--- src/rtl/sentry_ahb_pkg.sv ---
`default_nettype none
// ============================================================================
//  Module      : sentry_ahb_pkg
//  Description : Shared AHB-Lite encodings and the arbiter state type for the
//                sentry sys_ctrl requestor path.
//                Contents:
//                  HTRANS_* / HBURST_* / HSIZE_* / HPROT_* encodings
//                  arb_state_t  : arbiter FSM states
//                  align_mask() : low address bits that must be zero for a size
//  Revision    : 1.0 - initial release
// ============================================================================
package sentry_ahb_pkg;

  localparam logic [1:0] HTRANS_IDLE   = 2'b00;
  localparam logic [1:0] HTRANS_NONSEQ = 2'b10;
  localparam logic [2:0] HBURST_SINGLE = 3'b000;
  localparam logic [3:0] HPROT_DATA    = 4'b0011;

  localparam logic [2:0] HSIZE_BYTE  = 3'd0;
  localparam logic [2:0] HSIZE_HALF  = 3'd1;
  localparam logic [2:0] HSIZE_WORD  = 3'd2;
  localparam logic [2:0] HSIZE_DWORD = 3'd3;

  typedef enum logic [1:0] {
    ARB_IDLE = 2'd0,
    ARB_ADDR = 2'd1,
    ARB_DATA = 2'd2,
    ARB_RSP  = 2'd3
  } arb_state_t;

  // Sizes above a doubleword never reach this check legally (they are
  // rejected as oversize first), so they share the widest mask.
  function automatic logic [2:0] align_mask(input logic [2:0] size);
    case (size)
      HSIZE_BYTE:  align_mask = 3'b000;
      HSIZE_HALF:  align_mask = 3'b001;
      HSIZE_WORD:  align_mask = 3'b011;
      HSIZE_DWORD: align_mask = 3'b111;
      default:     align_mask = 3'b111;
    endcase
  endfunction

endpackage
`default_nettype wire

--- src/rtl/sentry_sys_ctrl_arbiter_if.sv ---
`default_nettype none
// ============================================================================
//  Module      : sentry_sys_ctrl_arbiter_if
//  Description : AHB-Lite manager bundle for the sentry sys_ctrl port.
//                master modport : driven by the arbiter (addr/ctrl/wdata out,
//                                 hrdata/hready/hresp in)
//                slave modport  : the subordinate view of the same signals
//  Revision    : 1.0 - initial release
// ============================================================================
interface sentry_sys_ctrl_arbiter_if #(
  parameter int ADDR_W = 32,
  parameter int DATA_W = 32
);
  logic [ADDR_W-1:0] sys_ctrl_haddr;
  logic [2:0]        sys_ctrl_hburst;
  logic              sys_ctrl_hmastlock;
  logic [3:0]        sys_ctrl_hprot;
  logic              sys_ctrl_hnonsec;
  logic [2:0]        sys_ctrl_hsize;
  logic [1:0]        sys_ctrl_htrans;
  logic [DATA_W-1:0] sys_ctrl_hwdata;
  logic              sys_ctrl_hwrite;
  logic [DATA_W-1:0] sys_ctrl_hrdata;
  logic              sys_ctrl_hready;
  logic              sys_ctrl_hresp;

  modport master (
    output sys_ctrl_haddr, sys_ctrl_hburst, sys_ctrl_hmastlock, sys_ctrl_hprot,
           sys_ctrl_hnonsec, sys_ctrl_hsize, sys_ctrl_htrans, sys_ctrl_hwdata,
           sys_ctrl_hwrite,
    input  sys_ctrl_hrdata, sys_ctrl_hready, sys_ctrl_hresp
  );

  modport slave (
    input  sys_ctrl_haddr, sys_ctrl_hburst, sys_ctrl_hmastlock, sys_ctrl_hprot,
           sys_ctrl_hnonsec, sys_ctrl_hsize, sys_ctrl_htrans, sys_ctrl_hwdata,
           sys_ctrl_hwrite,
    output sys_ctrl_hrdata, sys_ctrl_hready, sys_ctrl_hresp
  );
endinterface
`default_nettype wire

--- src/rtl/sentry_rr_arbiter.sv ---
`default_nettype none
// ============================================================================
//  Module      : sentry_rr_arbiter
//  Description : Two-way round-robin grant. On a tie the client that was not
//                served last wins.
//                req[1:0] in  : requests
//                last     in  : index of the client served last
//                en       in  : grant enable (0 forces gnt to zero)
//                gnt[1:0] out : one-hot grant
//  Revision    : 1.0 - initial release
// ============================================================================
module sentry_rr_arbiter (
  input  logic [1:0] req,
  input  logic       last,
  input  logic       en,
  output logic [1:0] gnt
);

  always_comb begin
    gnt = 2'b00;
    if (en) begin
      if (req == 2'b11) begin
        gnt = last ? 2'b01 : 2'b10;
      end else begin
        gnt = req;
      end
    end
  end

endmodule
`default_nettype wire

--- src/rtl/sentry_sys_ctrl_arbiter.sv ---
`default_nettype none
// ============================================================================
//  Module      : sentry_sys_ctrl_arbiter
//  Description : Shares the sentry AHB-Lite sys_ctrl requestor port between
//                client 0 (secure-boot engine) and client 1 (mailbox/debug).
//                One non-pipelined SINGLE transfer at a time.
//                clk_in, rst_n           : clock, async active-low reset
//                req_valid/ready/write   : per-client request handshake
//                req_addr/wdata/size     : packed per-client payload
//                rsp_valid/rdata/err     : one-cycle completion per client
//                busy                    : FSM not idle
//                sys_ctrl                : AHB-Lite manager interface
//  Revision    : 1.0 - initial release
// ============================================================================
module sentry_sys_ctrl_arbiter
  import sentry_ahb_pkg::*;
#(
  parameter int   ADDR_W = 32,
  parameter int   DATA_W = 32,
  parameter logic NONSEC = 1'b0
) (
  input  logic                  clk_in,
  input  logic                  rst_n,
  input  logic [1:0]            req_valid,
  output logic [1:0]            req_ready,
  input  logic [1:0]            req_write,
  input  logic [2*ADDR_W-1:0]   req_addr,
  input  logic [2*DATA_W-1:0]   req_wdata,
  input  logic [5:0]            req_size,
  output logic [1:0]            rsp_valid,
  output logic [DATA_W-1:0]     rsp_rdata,
  output logic                  rsp_err,
  output logic                  busy,
  sentry_sys_ctrl_arbiter_if.master sys_ctrl
);

  localparam logic [2:0] MAX_SIZE = 3'($clog2(DATA_W / 8));

  arb_state_t        state_q, state_d;
  logic              last_q, served_q;
  logic              client_q, wr_q, err_q;
  logic [ADDR_W-1:0] addr_q;
  logic [DATA_W-1:0] wdata_q, rdata_q;
  logic [2:0]        size_q;

  logic [1:0]        gnt;
  logic              gnt_idx, rr_last, bad_req, sel_write;
  logic [ADDR_W-1:0] sel_addr;
  logic [DATA_W-1:0] sel_wdata;
  logic [2:0]        sel_size;

  // Before the first completion nobody has been served; presenting client 1
  // as "last" makes client 0 win the very first tie.
  assign rr_last = served_q ? last_q : 1'b1;

  sentry_rr_arbiter u_rr (
    .req  (req_valid),
    .last (rr_last),
    .en   (state_q == ARB_IDLE),
    .gnt  (gnt)
  );

  assign gnt_idx   = gnt[1];
  assign sel_write = req_write[gnt_idx];
  assign sel_addr  = gnt_idx ? req_addr[2*ADDR_W-1:ADDR_W]  : req_addr[ADDR_W-1:0];
  assign sel_wdata = gnt_idx ? req_wdata[2*DATA_W-1:DATA_W] : req_wdata[DATA_W-1:0];
  assign sel_size  = gnt_idx ? req_size[5:3] : req_size[2:0];
  assign bad_req   = (sel_size > MAX_SIZE) || (|(sel_addr[2:0] & align_mask(sel_size)));

  always_ff @(posedge clk_in or negedge rst_n) begin
    if (!rst_n) begin
      state_q  <= ARB_IDLE;
      last_q   <= 1'b0;
      served_q <= 1'b0;
      client_q <= 1'b0;
      wr_q     <= 1'b0;
      err_q    <= 1'b0;
      addr_q   <= '0;
      wdata_q  <= '0;
      rdata_q  <= '0;
      size_q   <= '0;
    end else begin
      state_q <= state_d;
      if (state_q == ARB_IDLE && |gnt) begin
        client_q <= gnt_idx;
        wr_q     <= sel_write;
        addr_q   <= sel_addr;
        wdata_q  <= sel_wdata;
        size_q   <= sel_size;
        rdata_q  <= '0;
        err_q    <= bad_req;
      end
      if (state_q == ARB_DATA && sys_ctrl.sys_ctrl_hready) begin
        err_q   <= sys_ctrl.sys_ctrl_hresp;
        rdata_q <= (!wr_q && !sys_ctrl.sys_ctrl_hresp) ? sys_ctrl.sys_ctrl_hrdata : '0;
      end
      if (state_q == ARB_RSP) begin
        last_q   <= client_q;
        served_q <= 1'b1;
      end
    end
  end

  always_comb begin
    state_d   = state_q;
    req_ready = 2'b00;
    case (state_q)
      ARB_IDLE: begin
        if (|gnt) begin
          req_ready = gnt;
          // Illegal size/alignment skips the bus and reports an error directly.
          state_d   = bad_req ? ARB_RSP : ARB_ADDR;
        end
      end
      ARB_ADDR: if (sys_ctrl.sys_ctrl_hready) state_d = ARB_DATA;
      ARB_DATA: if (sys_ctrl.sys_ctrl_hready) state_d = ARB_RSP;
      ARB_RSP:  state_d = ARB_IDLE;
      default:  state_d = ARB_IDLE;
    endcase
  end

  assign busy      = (state_q != ARB_IDLE);
  assign rsp_valid = (state_q == ARB_RSP) ? (client_q ? 2'b10 : 2'b01) : 2'b00;
  assign rsp_rdata = (state_q == ARB_RSP) ? rdata_q : '0;
  assign rsp_err   = (state_q == ARB_RSP) ? err_q : 1'b0;

  assign sys_ctrl.sys_ctrl_htrans    = (state_q == ARB_ADDR) ? HTRANS_NONSEQ : HTRANS_IDLE;
  assign sys_ctrl.sys_ctrl_haddr     = (state_q == ARB_ADDR) ? addr_q : '0;
  assign sys_ctrl.sys_ctrl_hwrite    = (state_q == ARB_ADDR) ? wr_q : 1'b0;
  assign sys_ctrl.sys_ctrl_hsize     = (state_q == ARB_ADDR) ? size_q : 3'd0;
  assign sys_ctrl.sys_ctrl_hwdata    = (state_q == ARB_DATA && wr_q) ? wdata_q : '0;
  assign sys_ctrl.sys_ctrl_hburst    = HBURST_SINGLE;
  assign sys_ctrl.sys_ctrl_hmastlock = 1'b0;
  assign sys_ctrl.sys_ctrl_hprot     = HPROT_DATA;
  assign sys_ctrl.sys_ctrl_hnonsec   = NONSEC;

endmodule
`default_nettype wire

--- src/flat_wrapper.sv ---
// flat-port wrapper written by rule: the top's interface ports become plain ports
module sentry_sys_ctrl_arbiter_flat import sentry_ahb_pkg::*;
#(
  parameter int   ADDR_W = 32,
  parameter int   DATA_W = 32,
  parameter logic NONSEC = 1'b0
)
  (clk_in, rst_n, req_valid, req_ready, req_write, req_addr, req_wdata, req_size, rsp_valid, rsp_rdata, rsp_err, busy, sys_ctrl_sys_ctrl_haddr, sys_ctrl_sys_ctrl_hburst, sys_ctrl_sys_ctrl_hmastlock, sys_ctrl_sys_ctrl_hprot, sys_ctrl_sys_ctrl_hnonsec, sys_ctrl_sys_ctrl_hsize, sys_ctrl_sys_ctrl_htrans, sys_ctrl_sys_ctrl_hwdata, sys_ctrl_sys_ctrl_hwrite, sys_ctrl_sys_ctrl_hrdata, sys_ctrl_sys_ctrl_hready, sys_ctrl_sys_ctrl_hresp);
  sentry_sys_ctrl_arbiter_if #(.ADDR_W(ADDR_W), .DATA_W(DATA_W)) sys_ctrl_i ();
  input  logic clk_in;
  input  logic rst_n;
  input  logic [1:0] req_valid;
  output logic [1:0] req_ready;
  input  logic [1:0] req_write;
  input  logic [2*ADDR_W-1:0] req_addr;
  input  logic [2*DATA_W-1:0] req_wdata;
  input  logic [5:0] req_size;
  output logic [1:0] rsp_valid;
  output logic [DATA_W-1:0] rsp_rdata;
  output logic rsp_err;
  output logic busy;
  output wire logic [$bits(sys_ctrl_i.sys_ctrl_haddr)-1:0] sys_ctrl_sys_ctrl_haddr;
  output wire logic [$bits(sys_ctrl_i.sys_ctrl_hburst)-1:0] sys_ctrl_sys_ctrl_hburst;
  output wire logic [$bits(sys_ctrl_i.sys_ctrl_hmastlock)-1:0] sys_ctrl_sys_ctrl_hmastlock;
  output wire logic [$bits(sys_ctrl_i.sys_ctrl_hprot)-1:0] sys_ctrl_sys_ctrl_hprot;
  output wire logic [$bits(sys_ctrl_i.sys_ctrl_hnonsec)-1:0] sys_ctrl_sys_ctrl_hnonsec;
  output wire logic [$bits(sys_ctrl_i.sys_ctrl_hsize)-1:0] sys_ctrl_sys_ctrl_hsize;
  output wire logic [$bits(sys_ctrl_i.sys_ctrl_htrans)-1:0] sys_ctrl_sys_ctrl_htrans;
  output wire logic [$bits(sys_ctrl_i.sys_ctrl_hwdata)-1:0] sys_ctrl_sys_ctrl_hwdata;
  output wire logic [$bits(sys_ctrl_i.sys_ctrl_hwrite)-1:0] sys_ctrl_sys_ctrl_hwrite;
  input wire logic [$bits(sys_ctrl_i.sys_ctrl_hrdata)-1:0] sys_ctrl_sys_ctrl_hrdata;
  input wire logic [$bits(sys_ctrl_i.sys_ctrl_hready)-1:0] sys_ctrl_sys_ctrl_hready;
  input wire logic [$bits(sys_ctrl_i.sys_ctrl_hresp)-1:0] sys_ctrl_sys_ctrl_hresp;
  assign sys_ctrl_sys_ctrl_haddr = sys_ctrl_i.sys_ctrl_haddr;
  assign sys_ctrl_sys_ctrl_hburst = sys_ctrl_i.sys_ctrl_hburst;
  assign sys_ctrl_sys_ctrl_hmastlock = sys_ctrl_i.sys_ctrl_hmastlock;
  assign sys_ctrl_sys_ctrl_hprot = sys_ctrl_i.sys_ctrl_hprot;
  assign sys_ctrl_sys_ctrl_hnonsec = sys_ctrl_i.sys_ctrl_hnonsec;
  assign sys_ctrl_sys_ctrl_hsize = sys_ctrl_i.sys_ctrl_hsize;
  assign sys_ctrl_sys_ctrl_htrans = sys_ctrl_i.sys_ctrl_htrans;
  assign sys_ctrl_sys_ctrl_hwdata = sys_ctrl_i.sys_ctrl_hwdata;
  assign sys_ctrl_sys_ctrl_hwrite = sys_ctrl_i.sys_ctrl_hwrite;
  assign sys_ctrl_i.sys_ctrl_hrdata = sys_ctrl_sys_ctrl_hrdata;
  assign sys_ctrl_i.sys_ctrl_hready = sys_ctrl_sys_ctrl_hready;
  assign sys_ctrl_i.sys_ctrl_hresp = sys_ctrl_sys_ctrl_hresp;
  sentry_sys_ctrl_arbiter #(.ADDR_W(ADDR_W), .DATA_W(DATA_W), .NONSEC(NONSEC)) u_core (.clk_in(clk_in), .rst_n(rst_n), .req_valid(req_valid), .req_ready(req_ready), .req_write(req_write), .req_addr(req_addr), .req_wdata(req_wdata), .req_size(req_size), .rsp_valid(rsp_valid), .rsp_rdata(rsp_rdata), .rsp_err(rsp_err), .busy(busy), .sys_ctrl(sys_ctrl_i));
endmodule
--- config.mk ---
export PLATFORM = sky130hd
export DESIGN_NAME = sentry_sys_ctrl_arbiter_flat
export DESIGN_NICKNAME = d
export VERILOG_FILES = /design/src/rtl/sentry_ahb_pkg.sv /design/src/rtl/sentry_sys_ctrl_arbiter_if.sv /design/src/rtl/sentry_rr_arbiter.sv /design/src/rtl/sentry_sys_ctrl_arbiter.sv /design/src/flat_wrapper.sv
export SDC_FILE = /design/constraint.sdc
export NUM_CORES = 1
export LEC_CHECK = 0
export ABC_AREA = 0
export ABC_CLOCK_PERIOD_IN_PS = 2080
export CORE_MARGIN = 1.5
export CORE_UTILIZATION = 39
export CTS_CLUSTER_DIAMETER = 150
export CTS_CLUSTER_SIZE = 30
export DETAILED_ROUTE_END_ITERATION = 10
export GPL_ROUTABILITY_DRIVEN = 1
export PLACE_DENSITY = 0.82
export SYNTH_ARGS = -nofsm -noshare
export SYNTH_HDL_FRONTEND = slang
export SYNTH_SLANG_ARGS = --single-unit
--- constraint.sdc ---
create_clock -name clk_in -period 2.08 [get_ports clk_in]
set_input_delay 0.208 -clock clk_in [delete_from_list [all_inputs] [get_ports clk_in]]
set_output_delay 0.208 -clock clk_in [all_outputs]
set_load 0.1 [all_outputs]
-- Yosys cells after proc, flatten, opt, wreduce, memory -nomap -nowiden
Cells that the tools add are included.
- reductions and logical operators: 14
- mux-type cells: 31
- equality and inequality tests: 9
- magnitude comparators: 2
- bitwise operators: 1
- operators by type and width (kind ; count):
    32-bit two-way mux ; 8
    2-bit two-way mux ; 12
    3-bit case mux with 3 select lines ; 1
    2-bit case mux with 4 select lines ; 1
    1-bit two-way mux ; 7
    2-bit equality test (second input constant) ; 3
    3-bit two-way mux ; 2
    1-bit logical AND ; 4
    2-bit != test (second input constant) ; 2
    2-bit nonzero test ; 2
    3-bit bitwise AND ; 1
    3-bit by 1-bit equality test with 1-bit output (second input constant) ; 1
    3-bit by 2-bit equality test with 1-bit output (second input constant) ; 1
    3-bit by 2-bit > comparator with 1-bit output (second input constant) ; 1
    3-bit zero test ; 1
    3-bit AND reduction ; 1
    3-bit OR reduction ; 1
    2-bit by 1-bit equality test with 1-bit output (second input constant) ; 1
    1-bit zero test ; 2
    2-bit zero test ; 1
    1-bit by 2-bit < comparator with 1-bit output (second input constant) ; 1
    2-bit by 1-bit != test with 1-bit output (second input constant) ; 1
    2-bit OR reduction ; 1
    1-bit logical OR ; 1
- register bits: 106
- output and inout port bits: 117
- logic and storage cells: 67
- input bits: 174

-- Longest topological paths before layout
- depth in word-level cells: 13
- depth in mapped cells: 8
- gate-level depth less buffers: 6

-- By module
A second synthesis with hierarchy kept.
- cells, all modules: 545
- area total of the unflattened synthesis: 5434.0 um^2
- by module, submodules not included (module ; cells each ; sequential area each (um^2) ; times used ; area each (um^2)):
    sentry_sys_ctrl_arbiter ; 540 ; 2652.5 ; 1 ; 5412.7
    sentry_rr_arbiter ; 5 ; 0.0 ; 1 ; 21.3

-- Worst setup path after synthesis
Ideal clock, no wire load.
- path type: register -> output
- start: reg u_core.state_q[1]
- end: out sys_ctrl_sys_ctrl_haddr[10]
- buffers on the path: 2
- data arrival time: 2.567 ns
- stages on the path, launching flop included: 6
- required time: 1.872 ns
- path slack: -0.695 ns
- cells stage by stage: dfrtp_1 > inv_1 > ha_1 > clkbuf_2 > clkbuf_1 > and2_1
- word-level cells in the longest chain between the ends: 2
- ends and longest elaborated chain (element ; RTL line ; text):
    from (decl) ; sentry_sys_ctrl_arbiter.sv:39 ; arb_state_t state_q, state_d;
    from (signal assigned) ; sentry_sys_ctrl_arbiter.sv:83 ; state_q <= state_d;
    2-bit by 1-bit equality test with 1-bit output ; sentry_sys_ctrl_arbiter.sv:128 ; assign sys_ctrl.sys_ctrl_haddr = (state_q == ARB_ADDR) ? addr_q : '0;
    32-bit two-way mux ; sentry_sys_ctrl_arbiter.sv:128 ;
    to (decl) ; flat_wrapper.sv:22 ; output wire logic [$bits(sys_ctrl_i.sys_ctrl_haddr)-1:0] sys_ctrl_sys_ctrl_haddr;
No other way between the ends.

-- Final worst setup path
- start: reg u_core.state_q[1]
- end: out sys_ctrl_sys_ctrl_haddr[19]
Same word-level chain as after synthesis.

==> impl_metrics.tcl <==
set metrics [dict create \
    crit_type "reg2out" \
    drcViolationCount 0 \
    crit_path_top_delay_cell "dfrtp_1" \
    cp-end-kind "output pin" \
    worst_setup_path_start_kind "flip-flop" \
    synthFlopType "dfrtp_1" \
    grt_antenna_before_repair 0 \
    syn-instance-count 550 \
    synth_edf_count 0 \
    path_max_fanout 16 \
    nets 992 \
    cp.arrival_ns 1.81 \
    max_freq_ghz 0.4955 \
    worstPathRequired_ns 1.87 \
    ys_types 34 \
    netlist_area_um2 5149 \
    htreeDepth 3 \
    async_reset_ff_share_pct 100.0 \
    core-area_um2 12770 \
    cts_sinks 106 \
    crit_buf_inv 3 \
    setup_viol 0 \
    drt_wl_total_um 17890 \
    finalCriticalPeriod_ns 2.018 \
    clk_pin_slew_ns 0.07 \
    synth_top_area_share_pct 51.52 \
    final_cell_area_um2 9558 \
    power_density_nw_per_um2 1750 \
    hold_path.class "in2async" \
    hold_violations 0 \
    routabilityCongestion 0.8030 \
    areaGrowthSynthToFinish_pct 85.64 \
    ios 291 \
    leakage_nw 4.109 \
    path_delay_family "buffers and inverters" \
    synth.ff_latch_count 106 \
    overflow 0 \
    dr.pass1.iters 4 \
    period_share_pct 97.02 \
    ys_seq_area_share_pct 51.52 \
    grt_pass1_wl_um 28260 \
    crit_path_cell_trace "inv_1 -> ha_4 -> buf_4 -> and2_2 -> buf_12" \
    antenna_cells 0 \
    status "finished, final reports clean" \
    rows 41 \
    ant_nets 0 \
    dieArea_um2 13900 \
    fp.dieW_um 117.9 \
    drtIter0Drc 293 \
    clk_path_buf_depth 2 \
    syn_avg_cell_area_um2 9.361 \
    utilization_pct 74.83 \
    port-buffer-count 280 \
    initial_core_util_pct 40.31 \
    cts_tree "built" \
    ir_drop_uv 943.7 \
    place_area_um2 9199 \
    numCtsBuffers 9 \
    fin_worst_skew_ns 0.01093 \
    synth.area.top_cells "dfrtp_1 52%, nor2_1 9.8%, and2_1 8.5%" \
    die_y_um 117.9 \
    grt_usage_pct 25.65 \
    finalMaxSlewViolations 0 \
    rsz0062_at_grt "yes" \
    critPathMaxStageDelay_ns 0.45 \
    synth_top_area_cell "dfrtp_1" \
    yosysWarningCount 0 \
    num_vias 5150 \
    grt_max_degree 66 \
    drive_gt1_share_pct 22.74 \
    clock_latency_ns 0.35 \
    hpwl_um 13150 \
    wl_per_cell_um 18.07 \
    first_global_vias 5417 \
    power_w 0.01672 \
    cap_violations 0 \
    via_per_inst 5.202 \
    cts_root_buffer "clkbuf_16" \
]
==> metal layers <==
metal | up-vias | GRT usage [%] | wire (µm)
met2 | 238 | 46.93 | 9467
met5 | - | 0 | 0
met4 | 0 | 12.42 | 749
met3 | 50 | 5.572 | 1132
met1 | 2474 | 28.01 | 6538
li1 | 2388 | - | -
==> state kept, by name (all words and copies together) (netlist names) <==
| name | flops |
|---|---|
| u_core.client_q | 1 |
| u_core.state_q | 2 |
| u_core.rdata_q | 32 |
| u_core.size_q | 3 |
| u_core.served_q | 1 |
| u_core.last_q | 1 |
| u_core.err_q | 1 |
| u_core.wr_q | 1 |
| u_core.addr_q | 32 |
| u_core.wdata_q | 32 |
==> layout make-up <==
class	instances	area, µm²
multi-input combinational	392	2291
fill	844	3216
clock buffer	9	225.2
clock inverter	7	83.83
sequential	106	2653
tap	172	215.2
timing repair buffer	297	4064
inverter	7	26.28
==> synth_stat cells (3+ instances only) <==
cell	count
a21oi_1	3
a22o_1	32
a31oi_1	5
and2_1	70
and3_1	32
buf_2	11
buf_4	16
buf_6	6
clkbuf_1	18
dfrtp_1	106
ha_1	5
inv_1	3
inv_2	4
nand2_1	15
nor2_1	135
nor2b_1	3
nor3_1	5
o22ai_1	63
==> report_power, final <==
| part | switching, W | total (W) | leakage (nW) | internal, W |
|---|---|---|---|---|
| clock | 0.000832 | 0.00179 | 0.149 | 0.000959 |
| sequential | 0.000447 | 0.00331 | 1.25 | 0.00286 |
| combinational | 0.00749 | 0.0116 | 2.71 | 0.00413 |
==> kinds of logic after synthesis <==
group | count (synthesis) | share of synthesized area [%]
and+or+nand+nor | 266 | 24.96
AOI/OAI and AO/OA | 109 | 15.04
DFF | 106 | 51.52
buffers and inverters | 60 | 6.707
adders and majority gates | 5 | 1.215
muxes | 2 | 0.4131
other | 2 | 0.1459
==> layout by cell type, fill, tap and decap left out, types with 2 or more instances in the layout <==
| master | instances |
|---|---|
| and3_1 | 32 |
| and2_4 | 6 |
| clkbuf_16 | 9 |
| buf_12 | 112 |
| a22o_1 | 32 |
| inv_6 | 3 |
| inv_2 | 5 |
| clkdlybuf4s50_1 | 172 |
| and2_2 | 24 |
| nor3_1 | 5 |
| nor2b_1 | 2 |
| nand2_1 | 15 |
| ha_4 | 3 |
| buf_4 | 12 |
| inv_1 | 2 |
| and2_1 | 40 |
| dfrtp_1 | 106 |
| nor2_1 | 135 |
| conb_1 | 10 |
| a21oi_1 | 3 |
| a31oi_1 | 5 |
| ha_1 | 2 |
| o22ai_1 | 63 |
==> worst register-to-register path, delay by kind of cell (launching register included) <==
kind | cells | cell delay [ns]
fa+ha+maj | 1 | 0.23
compound gates | 2 | 0.40
flops | 1 | 0.45
buf+inv | 2 | 0.37
simple gates | 1 | 0.05
mux | 1 | 0.23
==> worst paths after layout <==
kind,startpoint,to,slack [ns],cells after the start
worst max register to register,u_core.state_q[1]$_DFFE_PN0P_,u_core.state_q[1]$_DFFE_PN0P_,0.22,7
worst max-delay path,u_core.state_q[1]$_DFFE_PN0P_,sys_ctrl_sys_ctrl_haddr[19],0.06,5
max in group asynchronous,rst_n,u_core.rdata_q[25]$_DFFE_PN0P_,1.01,3
min in group clk_in,req_addr[36],u_core.addr_q[4]$_DFFE_PN0P_,0.45,3
worst min register to register,u_core.rdata_q[21]$_DFFE_PN0P_,u_core.rdata_q[21]$_DFFE_PN0P_,0.50,1
worst min-delay path,rst_n,u_core.addr_q[12]$_DFFE_PN0P_,0.36,2
==> what timing repair did <==
| action | 4_1_cts | 5_1_grt |
|---|---|---|
| hold buffers | 1 | 0 |
| setup endpoints to repair | 33 | 47 |
| buffers inserted | 0 | 2 |
| endpoints found under the hold margin | 32 | 0 |
| resized for setup | 1 | 4 |
| gates cloned | 0 | 0 |
==> metrics by stage <==
stage / setup WS (ns) / setup TNS [ns] / cells / hold slack (ns)
6_report: 0.06200 / 0 / 990 / 0.3617
5_1_grt: -0.01653 / -0.09203 / 990 / 0.3961
4_1_cts: -0.03213 / -0.07458 / 988 / 0.3688
3_5_place_dp: 0.2053 / 0 / 971 / 0.1894
3_3_place_gp: 0.3387 / 0 / 971 / 0.1770
2_1_floorplan: 0.02969 / 0 / 558 / -0.08759
(Power assumes the default switching activity.)
